<file path="config.mk">
export PLATFORM = sky130hd
export DESIGN_NAME = pchb_add_scheduler
export DESIGN_NICKNAME = d
export VERILOG_FILES = /design/src/rtl/pchb_sched_pkg.sv /design/src/rtl/pchb_rr_pick.sv /design/src/rtl/pchb_add_scheduler.sv
export SDC_FILE = /design/constraint.sdc
export NUM_CORES = 1
export LEC_CHECK = 0
export ABC_AREA = 0
export CAP_MARGIN = 30
export CELL_PAD_IN_SITES_DETAIL_PLACEMENT = 2
export CELL_PAD_IN_SITES_GLOBAL_PLACEMENT = 2
export CORE_ASPECT_RATIO = 1.1
export CORE_MARGIN = 5
export CORE_UTILIZATION = 34
export DETAILED_ROUTE_END_ITERATION = 10
export PLACE_DENSITY_LB_ADDON = 0.1
export SYNTH_ARGS = -nofsm -noshare
export SYNTH_HDL_FRONTEND = slang
export SYNTH_SLANG_ARGS = --single-unit
</file>
<file path="constraint.sdc">
create_clock -name clk -period 6.7 [get_ports clk]
set_clock_uncertainty 0.05 [all_clocks]
set_input_delay 1.675 -clock clk [delete_from_list [all_inputs] [get_ports clk]]
set_output_delay 1.675 -clock clk [all_outputs]
set_load 0.01 [all_outputs]
</file>
<file path="src/rtl/pchb_sched_pkg.sv">
// Shared types and constants for the PCHB adder scheduler.
//   state_t     : FSM state code (IDLE, ISSUE, WAIT_ACK, RESP, RECOVER)
//   RECOVER_CYC : cycles add_reset is held high during recovery
//   WD_W        : watchdog counter width
package pchb_sched_pkg;

  typedef logic [2:0] state_t;

  localparam state_t IDLE     = 3'd0;
  localparam state_t ISSUE    = 3'd1;
  localparam state_t WAIT_ACK = 3'd2;
  localparam state_t RESP     = 3'd3;
  localparam state_t RECOVER  = 3'd4;

  localparam int unsigned RECOVER_CYC = 2;
  localparam int unsigned WD_W        = 16;

endpackage

</file>
<file path="src/rtl/pchb_rr_pick.sv">
// Combinational round-robin picker: lowest requesting index at or after ptr,
// wrapping around.
//   req     : request vector
//   ptr     : search start index
//   grant_c : one-hot winner (zero when nothing requests)
//   idx_c   : winner index
//   valid_c : a winner exists
module pchb_rr_pick #(
  parameter int unsigned N_REQ = 4,
  parameter int unsigned IW    = $clog2(N_REQ)
) (
  input  logic [N_REQ-1:0] req,
  input  logic [IW-1:0]    ptr,
  output logic [N_REQ-1:0] grant_c,
  output logic [IW-1:0]    idx_c,
  output logic             valid_c
);

  // Walk the ring from ptr; the first hit wins.
  always_comb begin
    int unsigned   pos;
    logic [IW-1:0] pos_idx;
    grant_c = '0;
    idx_c   = '0;
    valid_c = 1'b0;
    pos     = 0;
    pos_idx = '0;
    for (int unsigned i = 0; i < N_REQ; i++) begin
      pos = 32'(ptr) + i;
      if (pos >= N_REQ) pos = pos - N_REQ;
      pos_idx = IW'(pos);
      if (!valid_c && req[pos_idx]) begin
        valid_c          = 1'b1;
        idx_c            = pos_idx;
        grant_c[pos_idx] = 1'b1;
      end
    end
  end

endmodule

</file>
<file path="src/rtl/pchb_add_scheduler.sv">
// Shares one asynchronous PCHB adder among N_REQ synchronous requesters.
// Round-robin arbitration, registered operands, four-phase handshakes on both
// sides, and a watchdog that recovers a stalled adder through add_reset.
//   clk, reset         : clock, async active-high reset
//   req_i/ack_o        : per-requester four-phase handshake
//   a_i, b_i           : packed operands, requester k at [k*WIDTH +: WIDTH]
//   sum_o, err_o       : result and watchdog-recovery flag, valid with ack_o
//   add_req/add_ack    : adder four-phase handshake (add_ack is asynchronous)
//   add_a, add_b       : registered adder operands
//   add_sum            : adder result, stable while add_ack is high
//   add_en, add_reset  : adder enable and reset
module pchb_add_scheduler
  import pchb_sched_pkg::*;
#(
  parameter int unsigned N_REQ       = 4,
  parameter int unsigned WIDTH       = 4,
  parameter int unsigned SYNC_STAGES = 2,
  parameter int unsigned TIMEOUT_CYC = 64
) (
  input  logic                   clk,
  input  logic                   reset,
  input  logic [N_REQ-1:0]       req_i,
  input  logic [N_REQ*WIDTH-1:0] a_i,
  input  logic [N_REQ*WIDTH-1:0] b_i,
  output logic [N_REQ-1:0]       ack_o,
  output logic [WIDTH-1:0]       sum_o,
  output logic                   err_o,
  output logic                   add_req,
  input  logic                   add_ack,
  output logic [WIDTH-1:0]       add_a,
  output logic [WIDTH-1:0]       add_b,
  input  logic [WIDTH-1:0]       add_sum,
  output logic                   add_en,
  output logic                   add_reset
);

  localparam int unsigned    IW       = $clog2(N_REQ);
  localparam logic [WD_W-1:0] WD_LAST  = WD_W'(TIMEOUT_CYC - 1);
  localparam logic [WD_W-1:0] REC_LAST = WD_W'(RECOVER_CYC - 1);

  state_t                 state_q, state_d;
  logic [N_REQ-1:0]       grant_oh_q, grant_oh_d;
  logic [IW-1:0]          ptr_q, ptr_d;
  logic [WD_W-1:0]        wd_q, wd_d;
  logic                   rec_err_q, rec_err_d;
  logic [SYNC_STAGES-1:0] sync_q;
  logic                   ack_s;

  logic [N_REQ-1:0] ack_d;
  logic [WIDTH-1:0] sum_d, add_a_d, add_b_d;
  logic             err_d, add_req_d, add_en_d, add_reset_d;
  logic             wd_inc;

  logic [N_REQ-1:0] pick_grant;
  logic [IW-1:0]    pick_idx;
  logic             pick_valid;

  pchb_rr_pick #(.N_REQ(N_REQ), .IW(IW)) u_pick (
    .req     (req_i),
    .ptr     (ptr_q),
    .grant_c (pick_grant),
    .idx_c   (pick_idx),
    .valid_c (pick_valid)
  );

  // add_ack synchronizer
  always_ff @(posedge clk or posedge reset) begin
    if (reset) begin
      sync_q <= '0;
    end else begin
      sync_q[0] <= add_ack;
      for (int unsigned i = 1; i < SYNC_STAGES; i++) sync_q[i] <= sync_q[i-1];
    end
  end

  assign ack_s = sync_q[SYNC_STAGES-1];

  // State and registered outputs
  always_ff @(posedge clk or posedge reset) begin
    if (reset) begin
      state_q    <= IDLE;
      grant_oh_q <= '0;
      ptr_q      <= '0;
      wd_q       <= '0;
      rec_err_q  <= 1'b0;
      ack_o      <= '0;
      sum_o      <= '0;
      err_o      <= 1'b0;
      add_req    <= 1'b0;
      add_a      <= '0;
      add_b      <= '0;
      add_en     <= 1'b0;
      add_reset  <= 1'b0;
    end else begin
      state_q    <= state_d;
      grant_oh_q <= grant_oh_d;
      ptr_q      <= ptr_d;
      wd_q       <= wd_d;
      rec_err_q  <= rec_err_d;
      ack_o      <= ack_d;
      sum_o      <= sum_d;
      err_o      <= err_d;
      add_req    <= add_req_d;
      add_a      <= add_a_d;
      add_b      <= add_b_d;
      add_en     <= add_en_d;
      add_reset  <= add_reset_d;
    end
  end

  // Next state and next output values
  always_comb begin
    state_d     = state_q;
    grant_oh_d  = grant_oh_q;
    ptr_d       = ptr_q;
    rec_err_d   = rec_err_q;
    ack_d       = ack_o;
    sum_d       = sum_o;
    err_d       = err_o;
    add_a_d     = add_a;
    add_b_d     = add_b;
    wd_inc      = 1'b0;

    case (state_q)
      IDLE: begin
        if (pick_valid) begin
          grant_oh_d = pick_grant;
          ptr_d      = (32'(pick_idx) == N_REQ - 1) ? '0 : pick_idx + IW'(1);
          add_a_d    = a_i[32'(pick_idx)*WIDTH +: WIDTH];
          add_b_d    = b_i[32'(pick_idx)*WIDTH +: WIDTH];
          state_d    = ISSUE;
        end
      end
      ISSUE: state_d = WAIT_ACK;
      WAIT_ACK: begin
        wd_inc = 1'b1;
        if (ack_s) begin
          sum_d     = add_sum;
          ack_d     = grant_oh_q;
          err_d     = 1'b0;
          rec_err_d = 1'b0;
          state_d   = RESP;
        end else if (wd_q == WD_LAST) begin
          // Dead adder: the requester gets a zero result flagged as an error.
          sum_d     = '0;
          rec_err_d = 1'b1;
          state_d   = RECOVER;
        end
      end
      RESP: begin
        // Only a stuck-high adder ack is timed; a slow requester is not.
        wd_inc = ack_s;
        if (((req_i & grant_oh_q) == '0) && !ack_s) begin
          ack_d   = '0;
          err_d   = 1'b0;
          state_d = IDLE;
        end else if (ack_s && (wd_q == WD_LAST)) begin
          state_d = RECOVER;
        end
      end
      RECOVER: begin
        wd_inc = 1'b1;
        if (wd_q == REC_LAST) begin
          ack_d   = grant_oh_q;
          err_d   = rec_err_q;
          state_d = RESP;
        end
      end
      default: state_d = IDLE;
    endcase

    if (state_d != state_q) wd_d = '0;
    else if (wd_inc)        wd_d = wd_q + WD_W'(1);
    else                    wd_d = wd_q;

    // Adder-side outputs follow the state being entered.
    add_req_d   = (state_d == WAIT_ACK);
    add_en_d    = (state_d == ISSUE) || (state_d == WAIT_ACK) || (state_d == RESP);
    add_reset_d = (state_d == RECOVER);
  end

endmodule

</file>
==> After elaboration in Yosys (flattened, before gate mapping) <==
Cells that the tools add are included.
{ "op_classes": {"addsub": 9, "magnitude_cmp": 12, "n_eq_ne": 15, "shifts": 2, "mux": 55, "n_bitwise": 4, "reduce_logical": 24} }
{ "ops": {"columns": ["cell", "n"], "rows": [
  ["$mux 4", 9],
  ["$mux 16", 2],
  ["$shiftx 16x5->4", 2],
  ["$mux 2", 9],
  ["$mux 3", 6],
  ["$mux 1", 17],
  ["$add 16x1->16 const B", 1],
  ["$eq 16x1->1 const B", 1],
  ["$eq 16x6->1 const B", 1],
  ["$pmux 3 s5", 1],
  ["$eq 3x2->1 const B", 4],
  ["$lt 2x3->1 const B", 4],
  ["$or 4x4->4", 3],
  ["$pmux 4 s3", 1],
  ["$ge 3x3->1 const B", 3],
  ["$logic_and 1x1->1", 9],
  ["$bmux 1 s2", 4],
  ["$demux 1 s2", 4],
  ["$ge 2x1->1 const B", 4],
  ["$sub 2x1->2 const B", 4],
  ["$add 2x2->3 const B", 2],
  ["$eq 3x1->1 const B", 2],
  ["$eq 3x3->1 const B", 2],
  ["$ne 2x2->1 const B", 3],
  ["17 further kinds", 23]
]} }
{ "totals": {"reg_bits": 48, "output_inout_bits": 20, "elab_cells": 135} }

==> Depth between registers and ports, before layout <==
Gate-level depths: netlist (run 1).
{ "logic_depth": {"ltp_word": 19, "depth_mapped": 12, "mapped_depth_nobuf": 8} }

==> Cells and area by module <==
From an unflattened synthesis (run 1), not the netlist that was laid out.
{ "unflattened": {"cells_unflattened": 263, "hier_area_um2": 2965.3} }
{ "by_module_without_submodules": {"columns": ["mod", "n_inst", "cells_per_inst", "area_each_um2", "seq_area_each_um2"], "rows": [
  ["pchb_add_scheduler", 1, 218, 2543.7, 1201.2],
  ["pchb_rr_pick", 1, 45, 421.7, 0.0]
]} }

==> Worst setup path before layout (run 1) <==
Ideal clock, no wire load.
{ "synth_timing": {"kind": "in2reg", "start": "input port req_i[2]", "end": "register add_b[1]", "setup_time_ns": 0.125, "t_arrival_ns": 3.338, "slack_ns": 3.187, "path_stages": 9, "path_cell_list": "clkbuf_1 mux2_2 nor3_1 a211o_1 buf_2 buf_4 mux2i_1 mux2i_1 mux2_2"} }
{ "synth_via": {"elab_chain_len": 13, "word_cells_on_any_way": 24, "classes_between": "shift (1); mux (16); reduce/logical (7)"} }
{ "synth_lines": {"columns": ["item", "line", "text"], "rows": [
  ["start, declared", "pchb_add_scheduler.sv:22", "input logic [N_REQ-1:0] req_i,"],
  ["$bmux 1 s2", "pchb_rr_pick.sv:32", "if (!valid_c && req[pos_idx]) begin"],
  ["$mux 1 (implied by the code)", "pchb_rr_pick.sv:32", null],
  ["$mux 1", "pchb_rr_pick.sv:32", null],
  ["$logic_not 1->1", "pchb_rr_pick.sv:32", null],
  ["$logic_and 1x1->1", "pchb_rr_pick.sv:32", null],
  ["$mux 1", "pchb_rr_pick.sv:32", null],
  ["$logic_not 1->1", "pchb_rr_pick.sv:32", null],
  ["$logic_and 1x1->1", "pchb_rr_pick.sv:32", null],
  ["$mux 1", "pchb_rr_pick.sv:32", null],
  ["$logic_not 1->1", "pchb_rr_pick.sv:32", null],
  ["$logic_and 1x1->1", "pchb_rr_pick.sv:32", null],
  ["$mux 2 / $mux 1 (equally long branches)", "pchb_rr_pick.sv:32", null],
  ["$shiftx 16x5->4 / $reduce_and 2->1 (equally long branches)", null, null],
  ["end signal, assigned", "pchb_add_scheduler.sv:91", "add_b <= '0;"],
  ["end signal, assigned", "pchb_add_scheduler.sv:105", "add_b <= add_b_d;"],
  ["end, declared", "pchb_add_scheduler.sv:31", "output logic [WIDTH-1:0] add_b,"]
]} }
Several ways; a longest one is shown, not always the timed one. The select of a mux whose other input is x is not followed.
A chain may end at the register's enable or synchronous reset.

==> Worst setup path after layout (run 1) <==
Ends and elaborated chain as after synthesis.

==> out/qor.log, run 1 <==
INFO  outcome        status=finished clean
INFO  clock_tree     clock_tree.root_cell=sky130_fd_sc_hd__clkbuf_8
INFO  die            top_level_ports=63
INFO  cells_and_area layout.filler_cells=921
INFO  cells_and_area multi_input_comb_area=1603squm
INFO  logic_synthesis ys_seq_elements=48
INFO  timing         totalNegativeSetupSlack=0ns
INFO  global_routing grt_start_max_net_pins=34
INFO  die            starting_density_of_the_core=34.94%
INFO  place          hpwl=5.753mm
INFO  cells_and_area drive_gt1_share=10.03%
INFO  run            drv_cap=0
INFO  timing         slew_violations=0
INFO  timing         finalWorstPathRequiredPeriod=4.072ns
INFO  clock_tree     cts_made_buffers=5
INFO  cells_and_area syn_to_final_growth=26.14%
INFO  logic_synthesis synth_top_cell_by_area=sky130_fd_sc_hd__dfrtp_1
INFO  die            floorplan.die_area=10650squm
INFO  logic_synthesis synthDistinctLibCells=54
INFO  clock_tree     path_clk_slew=0.09ns
INFO  critical_path  worstPathMaxFanout=17
INFO  logic_synthesis syn_inst_count=295
INFO  cells_and_area area.sequential=1201squm
INFO  global_routing antenna_found_initial=0
INFO  timing         final.period_utilization=60.77%
INFO  drt            avgViaCountPerCell=5.148
INFO  logic_synthesis ys_top_cells_by_area=sky130_fd_sc_hd__dfrtp_1 41%, sky130_fd_sc_hd__mux2i_1 12%, sky130_fd_sc_hd__nor2_1 4.6%
INFO  clock_tree     number_of_hold_buffers_added_after_cts=0
INFO  critical_path  criticalPathCategory=in -> reg
INFO  drt            drcViolationCount=0
INFO  timing         finalHoldViolCount=0
INFO  timing         grt_setup_unrepaired=false
INFO  die            fp.coreArea=8452squm
INFO  cells_and_area stdcell_count=460
INFO  logic_synthesis yosysTopAreaCellShare=40.68%
INFO  hold_path      min-delay-start=sync_q[0]
INFO  pwr            power.density=393.6nW/um^2
INFO  clock_tree     clock_path_buffers=2
INFO  clock_tree     cts_tree=built
INFO  drt            total_via_count_after_detailed_routing=2368
INFO  critical_path  critical_path.startpoint=req_i[2]
INFO  clock_tree     clock_latency=0.30ns
INFO  pwr            leakagePower=1.604nW
INFO  logic_synthesis synth.yosys.warnings=0
INFO  clock_tree     htree_levels=2
INFO  place          place.port_buffers=62
INFO  logic_synthesis synth_nets=344
INFO  drt            detailedRoute.firstIterationViolations=65
INFO  logic_synthesis synthesized_area_per_cell=10.01squm
INFO  clock_tree     cts_num_sinks=48
INFO  logic_synthesis synth-seq-area-share=40.68%
INFO  global_routing grt_first_pass_wirelength=13.22mm
INFO  critical_path  critical_path.startpoint_type=primary input
INFO  critical_path  crit_required=6.84ns
INFO  place          place_congestion=0.7715
INFO  critical_path  endpoint_kind=flop
INFO  drt            dr.pass1.iters=4
INFO  die            floorplan.die.height=107.7um
INFO  clock_tree     post-cts-setup-buffers=0
INFO  die            num_rows=35
INFO  timing         tightestPinTransition=0.8597ns
INFO  global_routing first_global_vias=2632
INFO  drt            routedWlPerCell=16.57um
INFO  timing         fmax=0.2456GHz
INFO  cells_and_area num-nets-final=398
INFO  drt            detail_route.wirelength=7.620mm
INFO  timing         endpoints_failing_setup=0
INFO  timing         max_slew_margin=42.68%
INFO  global_routing grt-ovfl-total=0
INFO  pwr            power.ir.vdd_worst=119.2uV
INFO  logic_synthesis synth_enable_flop_cells=0
INFO  hold_path      min_path_type=reg -> reg
INFO  global_routing gr-usage-all-layers=15.33%
INFO  critical_path  timing.critical_path.arrival=4.21ns
INFO  logic_synthesis synth_async_sr_flop_share=100.0%
INFO  cells_and_area antenna_cells_inserted=0
INFO  drt            antenna_violating_nets_left=0
INFO  logic_synthesis synth_area=2953squm
INFO  die            chipWidth=98.86um
INFO  clock_tree     post_cts_resized=0
INFO  logic_synthesis postSynth.topFlopCell=sky130_fd_sc_hd__dfrtp_1
INFO  place          number_of_cells_after_detailed_placement=453
[worst paths after layout]
path	cells after the start	endpoint	slack [ns]
setup / recovery	7	add_b[1]	2.63
hold / removal	0	sync_q[1]	0.32
setup reg to reg	7	add_b[1]	3.52
hold reg to reg	0	sync_q[1]	0.32
max in group asynchronous	3	ack_o[1]	4.49
min in group asynchronous	2	wd_q[2]	1.61
[worst max-delay path, stage by stage]
cell and delay, ns:
sky130_fd_sc_hd__clkdlybuf4s50_1 0.59, sky130_fd_sc_hd__mux2_2 0.38, sky130_fd_sc_hd__nor3_1 0.18, sky130_fd_sc_hd__a211o_1 0.70
sky130_fd_sc_hd__mux2i_1 0.30, sky130_fd_sc_hd__mux2i_1 0.11, sky130_fd_sc_hd__mux2_2 0.27
[flip-flops by register name, indices dropped and copies added, names as in the netlist, named ones only]
signal      count
ack_o           4
add_a           4
add_b           4
add_en          1
add_req         1
add_reset       1
err_o           1
grant_oh_q      4
ptr_q           1
rec_err_q       1
state_q         3
sum_o           4
sync_q          2
wd_q           16
[layout by cell type (no fill, tap or decap), types with 2 or more instances in the layout]
| cell | synthesis | layout |
|---|---|---|
| sky130_fd_sc_hd__nor2b_1 | 2 | 2 |
| sky130_fd_sc_hd__nand4_1 | 4 | 4 |
| sky130_fd_sc_hd__xor2_1 | 10 | 10 |
| sky130_fd_sc_hd__a211oi_1 | 2 | 2 |
| sky130_fd_sc_hd__inv_1 | 11 | 10 |
| sky130_fd_sc_hd__dfrtp_1 | 48 | 48 |
| sky130_fd_sc_hd__nor3_1 | 6 | 6 |
| sky130_fd_sc_hd__o21ai_0 | 4 | 4 |
| sky130_fd_sc_hd__ha_1 | 6 | 6 |
| sky130_fd_sc_hd__clkdlybuf4s50_1 | 0 | 62 |
| sky130_fd_sc_hd__nor4_1 | 3 | 3 |
| sky130_fd_sc_hd__mux2_2 | 9 | 9 |
| sky130_fd_sc_hd__a22o_1 | 8 | 8 |
| sky130_fd_sc_hd__a21o_1 | 3 | 3 |
| sky130_fd_sc_hd__clkbuf_8 | 1 | 5 |
| sky130_fd_sc_hd__nand3b_1 | 2 | 2 |
| sky130_fd_sc_hd__nor2_1 | 36 | 36 |
| sky130_fd_sc_hd__a31oi_1 | 6 | 6 |
| sky130_fd_sc_hd__o22ai_1 | 2 | 2 |
| sky130_fd_sc_hd__nand2b_1 | 5 | 5 |
| sky130_fd_sc_hd__a21oi_1 | 9 | 9 |
| sky130_fd_sc_hd__mux2i_1 | 34 | 34 |
| sky130_fd_sc_hd__nand2_1 | 26 | 26 |
| sky130_fd_sc_hd__xnor2_1 | 8 | 8 |
| sky130_fd_sc_hd__or3b_2 | 2 | 2 |
| sky130_fd_sc_hd__and3_1 | 3 | 3 |
| sky130_fd_sc_hd__nand3_1 | 4 | 4 |
[cell type report]
type                    count  share of cell area (%)
clock inverters             2                  0.3359
flip-flops and latches     48                   32.25
well taps                 111                   3.729
inverters                  11                   1.108
clock buffers               5                   1.847
multi-input cells         218                   43.03
repair buffers             65                   17.70
[cells in the mapped netlist, types with 5 or more instances]
cell / count
sky130_fd_sc_hd__buf_2: 6
sky130_fd_sc_hd__nand2_1: 26
sky130_fd_sc_hd__a22o_1: 8
sky130_fd_sc_hd__xnor2_1: 8
sky130_fd_sc_hd__dfrtp_1: 48
sky130_fd_sc_hd__ha_1: 6
sky130_fd_sc_hd__a21oi_1: 9
sky130_fd_sc_hd__mux2i_1: 34
sky130_fd_sc_hd__mux2_2: 9
sky130_fd_sc_hd__clkbuf_1: 7
sky130_fd_sc_hd__nor3_1: 6
sky130_fd_sc_hd__nand2b_1: 5
sky130_fd_sc_hd__xor2_1: 10
sky130_fd_sc_hd__a31oi_1: 6
sky130_fd_sc_hd__inv_1: 11
sky130_fd_sc_hd__nor2_1: 36
[logic make-up after synthesis]
group,count (synthesis),synth area share (%)
and+or+nand+nor,104,18.05
DFF,48,40.68
AOI/OAI and AO/OA,46,12.63
muxes,44,15.72
buffers and inverters,29,5.042
xor gates and xnor gates,18,5.339
adders and majority gates,6,2.542
[metrics by stage]
step	utilization (%)	cell area (sq um)	setup slack, ns	power (mW)	hold WS (ns)
2_1_floorplan	-	2953	3.187	1.059	0.2812
3_3_place_gp	42.65	3605	2.284	1.278	0.2858
3_5_place_dp	43.11	3643	2.298	1.316	0.2975
4_1_cts	44.07	3725	2.609	1.497	0.3143
5_1_grt	44.07	3725	2.458	1.594	0.3293
6_report	44.07	3725	2.628	1.466	0.3169
[per-layer routing]
metal,vias up,wire length [um],share of wire [%],track usage (%)
li1,1142,-,-,-
met1,1165,3518,46,20.09
met2,54,3493,46,24.18
met3,7,524,6.9,5.314
met4,0,84,1.1,3.805
met5,-,0,0,0
[where the power goes]
group          leakage, nW  internal (mW)  switching [mW]
Clock               0.0400         0.0709          0.0981
Sequential           0.609          0.375          0.0936
Combinational        0.955          0.423           0.405
Total                 1.60          0.869           0.597
Note: power is estimated with default switching activity, not from simulation.
==> run 2: changes to the inputs <==
--- a/config.mk
+++ b/config.mk
@@ -11,7 +11,7 @@
 export CELL_PAD_IN_SITES_GLOBAL_PLACEMENT = 2
 export CORE_ASPECT_RATIO = 1.1
 export CORE_MARGIN = 5
-export CORE_UTILIZATION = 34
+export CORE_UTILIZATION = 32
 export DETAILED_ROUTE_END_ITERATION = 10
 export PLACE_DENSITY_LB_ADDON = 0.1
 export SYNTH_ARGS = -nofsm -noshare
==> constraint.sdc (replaced) <==
create_clock -name clk -period 3.8 [get_ports clk]
set_clock_uncertainty 0.05 [all_clocks]
set_input_delay 0.95 -clock clk [delete_from_list [all_inputs] [get_ports clk]]
set_output_delay 0.95 -clock clk [all_outputs]
set_load 0.01 [all_outputs]
==> out/qor.log, run 2 (same netlist as run 1, synthesis figures left out) <==
INFO  timing         grt_setup_unrepaired=false
INFO  critical_path  crit_required=3.97ns
INFO  cells_and_area registers.top_by_ff_count=wd_q
INFO  clock_tree     clock_tree.root_cell=sky130_fd_sc_hd__clkbuf_8
INFO  critical_path  cell_family_with_the_largest_share_of_critical_path_delay=flip-flops
INFO  clock_tree     number_of_hold_buffers_added_after_cts=0
INFO  clock_tree     htree_levels=2
INFO  critical_path  timing.critical_path.arrival=3.19ns
INFO  pwr            power.clock.fraction=11.9%
INFO  pwr            p_seq_share=32.0%
INFO  cells_and_area drive_gt1_share=10.54%
INFO  die            chipWidth=101.6um
INFO  pwr            leakagePower=1.604nW
INFO  timing         totalNegativeSetupSlack=0ns
INFO  clock_tree     clock_latency=0.31ns
INFO  run            drv_cap=0
INFO  place          placed_cell_areas=3638squm
INFO  die            floorplan.die_area=11250squm
INFO  global_routing antenna_found_initial=0
INFO  drt            routedWlPerCell=16.41um
INFO  cells_and_area largest_register_ffs=16
INFO  pwr            power.ir.vdd_worst=204.1uV
INFO  critical_path  endpoint_kind=flop
INFO  cells_and_area antenna_cells_inserted=0
INFO  cells_and_area final_cell_mix=62 x sky130_fd_sc_hd__clkdlybuf4s50_1, 48 x sky130_fd_sc_hd__dfrtp_1, 36 x sky130_fd_sc_hd__nor2_1
INFO  drt            avgViaCountPerCell=5.080
INFO  place          place.port_buffers=62
INFO  clock_tree     path_clk_slew=0.09ns
INFO  timing         endpoints_failing_setup=0
INFO  critical_path  buffers_plus_inverters_on_the_worst_setup_path=1
INFO  hold_path      min_path_type=reg -> reg
INFO  timing         finalHoldViolCount=0
INFO  timing         slew_violations=0
INFO  drt            total_via_count_after_detailed_routing=2362
INFO  pwr            combPwrFrac=56.1%
INFO  global_routing first_global_vias=2654
INFO  place          place_congestion=0.7687
INFO  drt            antenna_violating_nets_left=0
INFO  drt            drcViolationCount=0
INFO  cells_and_area mostFrequentLayoutCell=sky130_fd_sc_hd__clkdlybuf4s50_1
INFO  drt            detailedRoute.firstIterationViolations=60
INFO  pwr            cellInternalPower=1.538mW
INFO  pwr            totalPowerFinal=2.603mW
INFO  critical_path  criticalPathCategory=reg -> reg
INFO  drt            detail_route.wirelength=7.632mm
INFO  die            floorplan.die.height=110.8um
INFO  die            starting_density_of_the_core=33.11%
INFO  critical_path  critical_path.startpoint_type=flop
INFO  global_routing grt_first_pass_wirelength=13.27mm
INFO  place          hpwl=5.759mm
INFO  timing         finalWorstPathRequiredPeriod=3.015ns
INFO  timing         max_slew_margin=60.63%
INFO  pwr            sw_frac_of_total=40.91%
INFO  clock_tree     post-cts-setup-buffers=0
INFO  critical_path  worstPathMaxFanout=17
INFO  timing         tightestPinTransition=0.5906ns
INFO  clock_tree     cts_tree=built
INFO  cells_and_area num-nets-final=399
INFO  die            fp.coreArea=8919squm
INFO  timing         fmax=0.3317GHz
INFO  drt            dr.pass1.iters=4
INFO  clock_tree     post_cts_resized=0
INFO  global_routing grt-ovfl-total=0
INFO  critical_path  path_cells=inv_1 > ha_1 > mux4_2 > a211oi_2 > nor2b_1 > nor4_1 > xnor2_1
INFO  pwr            power.density=697.7nW/um^2
INFO  global_routing gr-usage-all-layers=14.29%
INFO  cells_and_area syn_to_final_growth=26.36%
INFO  clock_tree     cts_num_sinks=48
INFO  timing         final.period_utilization=79.34%
INFO  clock_tree     clock_path_buffers=2
INFO  outcome        status=finished clean
INFO  global_routing grt_start_max_net_pins=28
INFO  cells_and_area fin_area=3731squm
INFO  cells_and_area layout.filler_cells=958
INFO  die            num_rows=36
INFO  die            top_level_ports=63
INFO  pwr            switchingPower=1.065mW
INFO  critical_path  cp_slowest_cell=sky130_fd_sc_hd__dfrtp_1
INFO  critical_path  cp_slowest_stage_delay=0.71ns
INFO  clock_tree     cts_made_buffers=5
-- run 2: cell types whose count changed in the layout (fill, tap and decap cells not counted), sizes merged --
cell,previous run,this run
buf,3,4
clkinvlp,1,2
-- run 2: final timing paths --
| path | from | endpoint | slack, ns | cells after the start |
|---|---|---|---|---|
| setup / recovery | flop | flop | 0.79 | 7 |
| hold / removal | sync_q[0] | sync_q[1] | 0.33 | 0 |
| setup reg to reg | flop | flop | 0.79 | 7 |
| hold reg to reg | sync_q[0] | sync_q[1] | 0.33 | 0 |
| max in group asynchronous | reset | ack_o[2] | 2.04 | 3 |
| min in group asynchronous | reset | wd_q[13] | 0.91 | 2 |
-- run 2: area by class of cell --
cell class                      count  area, sq um  share of cell area, %
Multi-Input combinational cell    218         1603                  42.96
Sequential cell                    48         1201                  32.19
Timing Repair Buffer               66        650.6                  17.44
Tap cell                          114        142.6                  3.823
Clock buffer                        5        68.82                  1.844
Inverter                           11        41.29                  1.107
Clock inverter                      3        23.77                 0.6372
-- run 2: per-layer routing --
| metal | global-route usage (%) | vias to the layer above | share of wire, % |
|---|---|---|---|
| met3 | 3.839 | 7 | 5.5 |
| met4 | 2.926 | 0 | 0.90 |
| met1 | 20.04 | 1156 | 48 |
| met2 | 22.03 | 55 | 45 |
| met5 | 0 | - | 0 |
| li1 | - | 1144 | - |
-- run 2: stage by stage --
step	util [%]	setup WS (ns)	std cells	hold WS [ns]
3_3_place_gp	40.80	0.5331	457	0.2857
5_1_grt	41.84	0.4574	465	0.3501
4_1_cts	41.84	0.6847	465	0.3437
2_1_floorplan	-	1.012	295	0.2812
6_report	41.84	0.7852	465	0.3343
3_5_place_dp	40.80	0.4864	457	0.2998
-- run 2: worst register-to-register path: cells and delay by family (launching register included) --
| family | cells | cell delay (ns) |
|---|---|---|
| DFF | 1 | 0.71 |
| xor gates and xnor gates | 1 | 0.16 |
| adders and majority gates | 1 | 0.50 |
| and+or+nand+nor | 2 | 0.34 |
| buffers and inverters | 1 | 0.21 |
| AOI/OAI and AO/OA | 1 | 0.36 |
| muxes | 1 | 0.61 |
-- run 2: power groups by stage --
stage          logic (mW)  clock network, mW  registers (mW)
4_1_cts              1.50              0.331           0.839
5_1_grt              1.63              0.348           0.860
6_report             1.46              0.310           0.832
3_3_place_gp         1.44                  0           0.842
3_5_place_dp         1.48                  0           0.845
2_1_floorplan        1.07                  0           0.802
==> run 3: changes to the inputs <==
--- a/config.mk
+++ b/config.mk
@@ -11,7 +11,7 @@
 export CELL_PAD_IN_SITES_GLOBAL_PLACEMENT = 2
 export CORE_ASPECT_RATIO = 1.1
 export CORE_MARGIN = 5
-export CORE_UTILIZATION = 32
+export CORE_UTILIZATION = 29
 export DETAILED_ROUTE_END_ITERATION = 10
 export PLACE_DENSITY_LB_ADDON = 0.1
 export SYNTH_ARGS = -nofsm -noshare
==> constraint.sdc (replaced) <==
create_clock -name clk -period 2.65 [get_ports clk]
set_clock_uncertainty 0.05 [all_clocks]
set_input_delay 0.6625 -clock clk [delete_from_list [all_inputs] [get_ports clk]]
set_output_delay 0.6625 -clock clk [all_outputs]
set_load 0.01 [all_outputs]
==> out/qor.log, run 3 (same netlist as run 1, synthesis figures left out) <==
INFO  clock_tree     number_of_hold_buffers_added_after_cts=0
INFO  cells_and_area layout.filler_cells=1094
INFO  timing         endpoints_failing_setup=0
INFO  cells_and_area num-nets-final=427
INFO  die            floorplan.die.height=115.8um
INFO  place          place.port_buffers=62
INFO  die            starting_density_of_the_core=29.72%
INFO  die            chipWidth=106.2um
INFO  place          placed_cell_areas=3906squm
INFO  cells_and_area largest_register_ffs=16
INFO  cells_and_area stdcell_count=499
INFO  global_routing antenna_found_initial=0
INFO  clock_tree     clock_path_buffers=2
INFO  clock_tree     clock_tree.root_cell=sky130_fd_sc_hd__clkbuf_8
INFO  drt            drcViolationCount=0
INFO  timing         final.period_utilization=93.51%
INFO  critical_path  endpoint_kind=flop
INFO  global_routing first_global_vias=2796
INFO  cells_and_area drive_gt1_share=16.89%
INFO  critical_path  critical_path.startpoint_type=primary input
INFO  clock_tree     cts_num_sinks=48
INFO  die            fp.coreArea=9937squm
INFO  critical_path  regToRegStartpoint=wd_q[8]
INFO  drt            detailedRoute.firstIterationViolations=57
INFO  drt            total_via_count_after_detailed_routing=2486
INFO  cells_and_area antenna_cells_inserted=0
INFO  clock_tree     post-cts-setup-buffers=0
INFO  cells_and_area syn_to_final_growth=35.47%
INFO  timing         tightestPinTransition=0.5065ns
INFO  critical_path  critical_path.startpoint=req_i[0]
INFO  timing         slew_violations=0
INFO  critical_path  worstPathMaxFanout=9
INFO  hold_path      min_path_type=reg -> reg
INFO  die            floorplan.die_area=12300squm
INFO  drt            antenna_violating_nets_left=0
INFO  hold_path      min-delay-start=sync_q[0]
INFO  place          place_congestion=0.7641
INFO  global_routing grt-ovfl-total=0
INFO  pwr            power.density=1013nW/um^2
INFO  critical_path  criticalPathCategory=in -> reg
INFO  cells_and_area fin_area=4000squm
INFO  global_routing grt_start_max_net_pins=31
INFO  timing         finalWorstPathRequiredPeriod=2.478ns
INFO  clock_tree     cts_made_buffers=5
INFO  timing         fmax=0.4036GHz
INFO  timing         finalHoldViolCount=0
INFO  timing         max_slew_margin=65.87%
INFO  drt            detail_route.wirelength=7.984mm
INFO  cells_and_area registers.top_by_ff_count=wd_q
INFO  drt            dr.pass1.iters=5
INFO  timing         grt_setup_unrepaired=false
INFO  die            top_level_ports=63
INFO  clock_tree     path_clk_slew=0.09ns
INFO  global_routing grt_first_pass_wirelength=13.69mm
INFO  clock_tree     clock_latency=0.31ns
INFO  drt            avgViaCountPerCell=4.982
INFO  run            drv_cap=0
INFO  cells_and_area final_core_util=40.25%
INFO  clock_tree     post_cts_resized=0
INFO  pwr            leakagePower=1.763nW
INFO  place          number_of_cells_after_detailed_placement=491
INFO  critical_path  crit_required=2.83ns
INFO  outcome        status=finished clean
INFO  cells_and_area mostFrequentLayoutCell=sky130_fd_sc_hd__clkdlybuf4s50_1
INFO  global_routing gr-usage-all-layers=13.79%
INFO  die            num_rows=38
INFO  pwr            power.ir.vdd_worst=319.4uV
INFO  critical_path  timing.critical_path.arrival=2.65ns
INFO  clock_tree     htree_levels=2
INFO  clock_tree     cts_tree=built
INFO  place          hpwl=6.249mm
INFO  cells_and_area final_cell_mix=62 x sky130_fd_sc_hd__clkdlybuf4s50_1, 48 x sky130_fd_sc_hd__dfrtp_1, 36 x sky130_fd_sc_hd__nor2_1
INFO  drt            routedWlPerCell=16.00um
run 3: cell types whose count changed in the layout (fill, tap and decap cells not counted):
cell,before,now
sky130_fd_sc_hd__buf_4,4,28
sky130_fd_sc_hd__clkbuf_1,0,1
sky130_fd_sc_hd__clkinvlp_4,2,1
sky130_fd_sc_hd__clkbuf_8,5,6
sky130_fd_sc_hd__buf_12,0,4
sky130_fd_sc_hd__clkinv_4,1,0
run 3: path summary, 6_finish.rpt:
path	to	slack, ns	cells past startpoint
max in group asynchronous	async pin	1.40	3
hold reg to reg	sync_q[1]	0.31	0
setup reg to reg	wd_q[1]	0.28	8
hold / removal	sync_q[1]	0.31	0
setup / recovery	flop	0.17	7
min in group asynchronous	wd_q[4]	0.62	2
run 3: worst max-delay path, stage by stage:
cell and delay [ns]:
sky130_fd_sc_hd__clkdlybuf4s50_1 0.43, sky130_fd_sc_hd__buf_4 0.18, sky130_fd_sc_hd__mux4_2 0.49, sky130_fd_sc_hd__a211oi_2 0.39, sky130_fd_sc_hd__nor2b_1 0.09, sky130_fd_sc_hd__nor4_1 0.25
sky130_fd_sc_hd__xnor2_1 0.16
run 3: area by class of cell:
type | count | area, sq um | share of cell area [%]
Clock buffer | 7 | 86.33 | 2.158
Clock inverter | 1 | 7.507 | 0.1877
Inverter | 11 | 41.29 | 1.032
Multi-Input combinational cell | 218 | 1603 | 40.07
Sequential cell | 48 | 1201 | 30.03
Tap cell | 120 | 150.1 | 3.754
Timing Repair Buffer | 94 | 910.9 | 22.77
run 3: power by group:
| part | switching, mW | total, mW | internal [mW] | leakage [nW] |
|---|---|---|---|---|
| registers | 0.153 | 1.10 | 0.951 | 0.609 |
| clock network | 0.254 | 0.467 | 0.213 | 0.0445 |
| logic | 1.17 | 2.48 | 1.32 | 1.11 |
run 3: routing by layer:
layer / GRT usage (%) / part of all wire [%] / vias up
li1: - / - / 1199
met1: 17.50 / 45 / 1217
met2: 22.77 / 47 / 63
met3: 4.345 / 6.7 / 7
met4: 3.886 / 1.2 / 0
met5: 0 / 0 / -
run 3: through the flow:
stage          hold slack [ns]  setup WS (ns)  total power [mW]  setup TNS [ns]
2_1_floorplan           0.2812       0.005953             2.684               0
3_5_place_dp            0.2973        -0.1535             3.652          -1.516
4_1_cts                 0.3193         0.1740             4.151               0
3_3_place_gp            0.2821       -0.09415             3.596         -0.8987
5_1_grt                 0.3363        0.05011             4.396               0
6_report                0.3104         0.1720             4.054               0
==> variant (flow settings as in run 3) <==
Set the parameter `TIMEOUT_CYC` to 32 (it was 64).
--- a/src/rtl/pchb_add_scheduler.sv
+++ b/src/rtl/pchb_add_scheduler.sv
@@ -16,5 +16,5 @@
   parameter int unsigned WIDTH       = 4,
   parameter int unsigned SYNC_STAGES = 2,
-  parameter int unsigned TIMEOUT_CYC = 64
+  parameter int unsigned TIMEOUT_CYC = 32
 ) (
   input  logic                   clk,
Function: no difference found for any inputs over 10 cycles, from zero or initial values and one cycle with reset high; that may be too few to reach the edited logic, so the function may still have changed.
==> variant against run 3 <==
- the run now ends with setup timing left
- cell area down 0.50%
- setup slack worse by 190 ps
- largest power group unchanged
- count of clock-buffer cells in the layout down 2
- sequential power down 4%
- sequential cell count stayed put
- synthesized area decreased by 4.6%
- register-to-register slack lost 300 ps
- die area shrank 4.2%
- highest routed layer unchanged
- utilization rose by 1.9 points
- wire length up 0.39%
- total power increased by 1.6%
==> variant: results (changes against run 3) <==
Global routing
  • Maximum number of pins on one net before global-route repair: 22 (was 31)
  • Aggregate global routing overflow: 0 (unchanged)
  • Combined global-route utilization of all metal layers: 13.97% (was 13.79%)
  • Number of global-route vias before repair: 2769 (was 2796)
  • Global-route wire length before repair: 13650 µm (was 13690 µm)
  • Antenna violations before repair: 0 (unchanged)

Synth
  • Top cells by area, synth: dfrtp_1 (43%), mux4_1 (6.5%), mux2_2 (4.0%) (was dfrtp_1 (41%), mux2i_1 (12%), nor2_1 (4.6%))
  • Synthesized Nets: 321 (was 344)
  • Number of warning messages in the yosys log: 0 (unchanged)
  • Leading post-synthesis cells by instance count: dfrtp_1 (48), nor2_1 (30), nand2_1 (23), inv_1 (16), a21oi_1 (12) (was dfrtp_1 (48), nor2_1 (36), mux2i_1 (34), nand2_1 (26), inv_1 (11))
  • Asr flop ratio synth: 100.0% (unchanged)
  • Number of distinct library cells after synthesis: 48 (was 54)
  • Sequential fraction of the synthesis area: 42.63% (was 40.68%)

Pwr
  • Static leakage: 1.673 nW (was 1.763 nW)
  • Peak supply drop: 0.4276 mV (was 0.3194 mV)

Route
  • Detail-routed via count per cell: 5.019 (was 4.982)
  • Detailed Route Iter0 Violations: 52 (was 57)
  • WL final: 8015 µm (was 7984 µm)
  • First-pass DRT Iterations: 4 (was 5)

Clock network
  • CTS max path bufs: 2 (unchanged)
  • Clock insertion delay at the later pin of the skew report: 300 ps
  • Cell at the root of the clock tree: clkbuf_8 (unchanged)
  • H-tree depth reported by CTS: 2 (unchanged)

Layout
  • Final nets: 416 (was 427)
  • Fraction of layout cells with a size suffix above 1: 20.65% (was 16.89%)
  • N_diodes: 0 (unchanged)
  • Number of flip-flops in the largest register: 16 (unchanged)
  • Fillers: 1017 (was 1094)

Timing
  • Smallest setup slack after layout: -16.74 ps (was 172.0 ps)
  • Endpoints failing setup: 6 (was 0)
  • Transition time at the pin with the least slew margin: 504.4 ps (was 506.5 ps)
  • Summed negative setup slack over all endpoints: -66.07 ps (was 0 ps)

Worst hold path
  • Worst hold path type: register to register (unchanged)

Run status
  • Violated checks: setup timing
  • Outcome: finished, violations left (was finished clean)

Placement
  • Placer Congestion: 0.7388 (was 0.7641)
  • Half-perimeter wire length of the detailed placement result: 6346 µm (was 6249 µm)

Critical path
  • Critical-path maximum fanout: 8 (was 9)
  • Data arrival time of the critical path: 2820 ps (was 2650 ps)
-- variant: through the flow --
stage / std cells / hold WS (ps) / instance area, µm² / setup slack [ps]
global route: 485 / 343.8 / 3980 / -102.5
floorplan: 272 / 281.2 / 2854 / -381.9
global placement: 476 / 319.0 / 3869 / -625.9
finish: 485 / 333.4 / 3980 / -16.74
CTS: 485 / 337.2 / 3976 / -57.48
detailed placement: 476 / 313.5 / 3869 / -691.5
-- variant: layout make-up --
class                   count  area, µm²  area share, %
clock inverters             3      42.54          1.069
flip-flops and latches     48       1202          30.21
clock buffers               5      68.82          1.729
inverters                  16      60.06          1.509
repair buffers            100      963.4          24.21
multi-input cells         196       1496          37.60
well taps                 117      146.4          3.678
-- variant: power by group --
| group | switching (mW) | total (mW) | internal [mW] |
|---|---|---|---|
| sequential | 0.134 | 1.06 | 0.931 |
| clock | 0.257 | 0.537 | 0.280 |
| combinational | 1.11 | 2.52 | 1.40 |
| total | 1.50 | 4.12 | 2.61 |
-- variant: final timing paths --
kind,from,to,slack [ps],depth (start not counted)
worst max-delay path,register,add_b[3],-20,7
worst min-delay path,sync_q[0],sync_q[1],330,0
worst max register to register,register,add_b[3],-20,7
worst min register to register,sync_q[0],sync_q[1],330,0
max in group asynchronous,reset,ack_o[1],1440,3
min in group asynchronous,reset,wd_q[3],600,2
-- variant: logic make-up (layout without fill, tap and decap cells) --
family / count (synthesis) / after routing / share of synthesized area, %
DFF: 48 / 48 / 42.63
AOI/OAI and AO/OA: 47 / 47 / 11.19
adders and majority gates: 6 / 6 / 2.664
buffers and inverters: 28 / 124 / 4.174
xor gates and xnor gates: 18 / 18 / 5.595
and+or+nand+nor: 93 / 93 / 16.12
muxes: 32 / 32 / 17.63
-- variant: critical path, stage by stage (launching register included) --
cell	delay (ps)
dfrtp_2	400
buf_6	140
mux4_2	520
a221o_1	360
mux2i_4	170
buf_12	160
mux4_2	490
mux2_4	280
-- variant: metal layers --
layer	part of all wire [%]	global-route usage (%)	up-vias	routed length (µm)
met4	1.0	3.972	0	84
li1	-	-	1163	-
met5	0	0	-	0
met1	41	16.02	1215	3287
met2	54	26.23	50	4321
met3	4.0	2.830	6	321
-- variant: what timing repair did --
| action | CTS | global route |
|---|---|---|
| resized for setup | 19 | 3 |
| setup buffers | 1 | 0 |
| hold buffers | 0 | 0 |
| setup endpoints to repair | 8 | 8 |
| gates cloned | 0 | 0 |
| pin swaps | 1 | 1 |
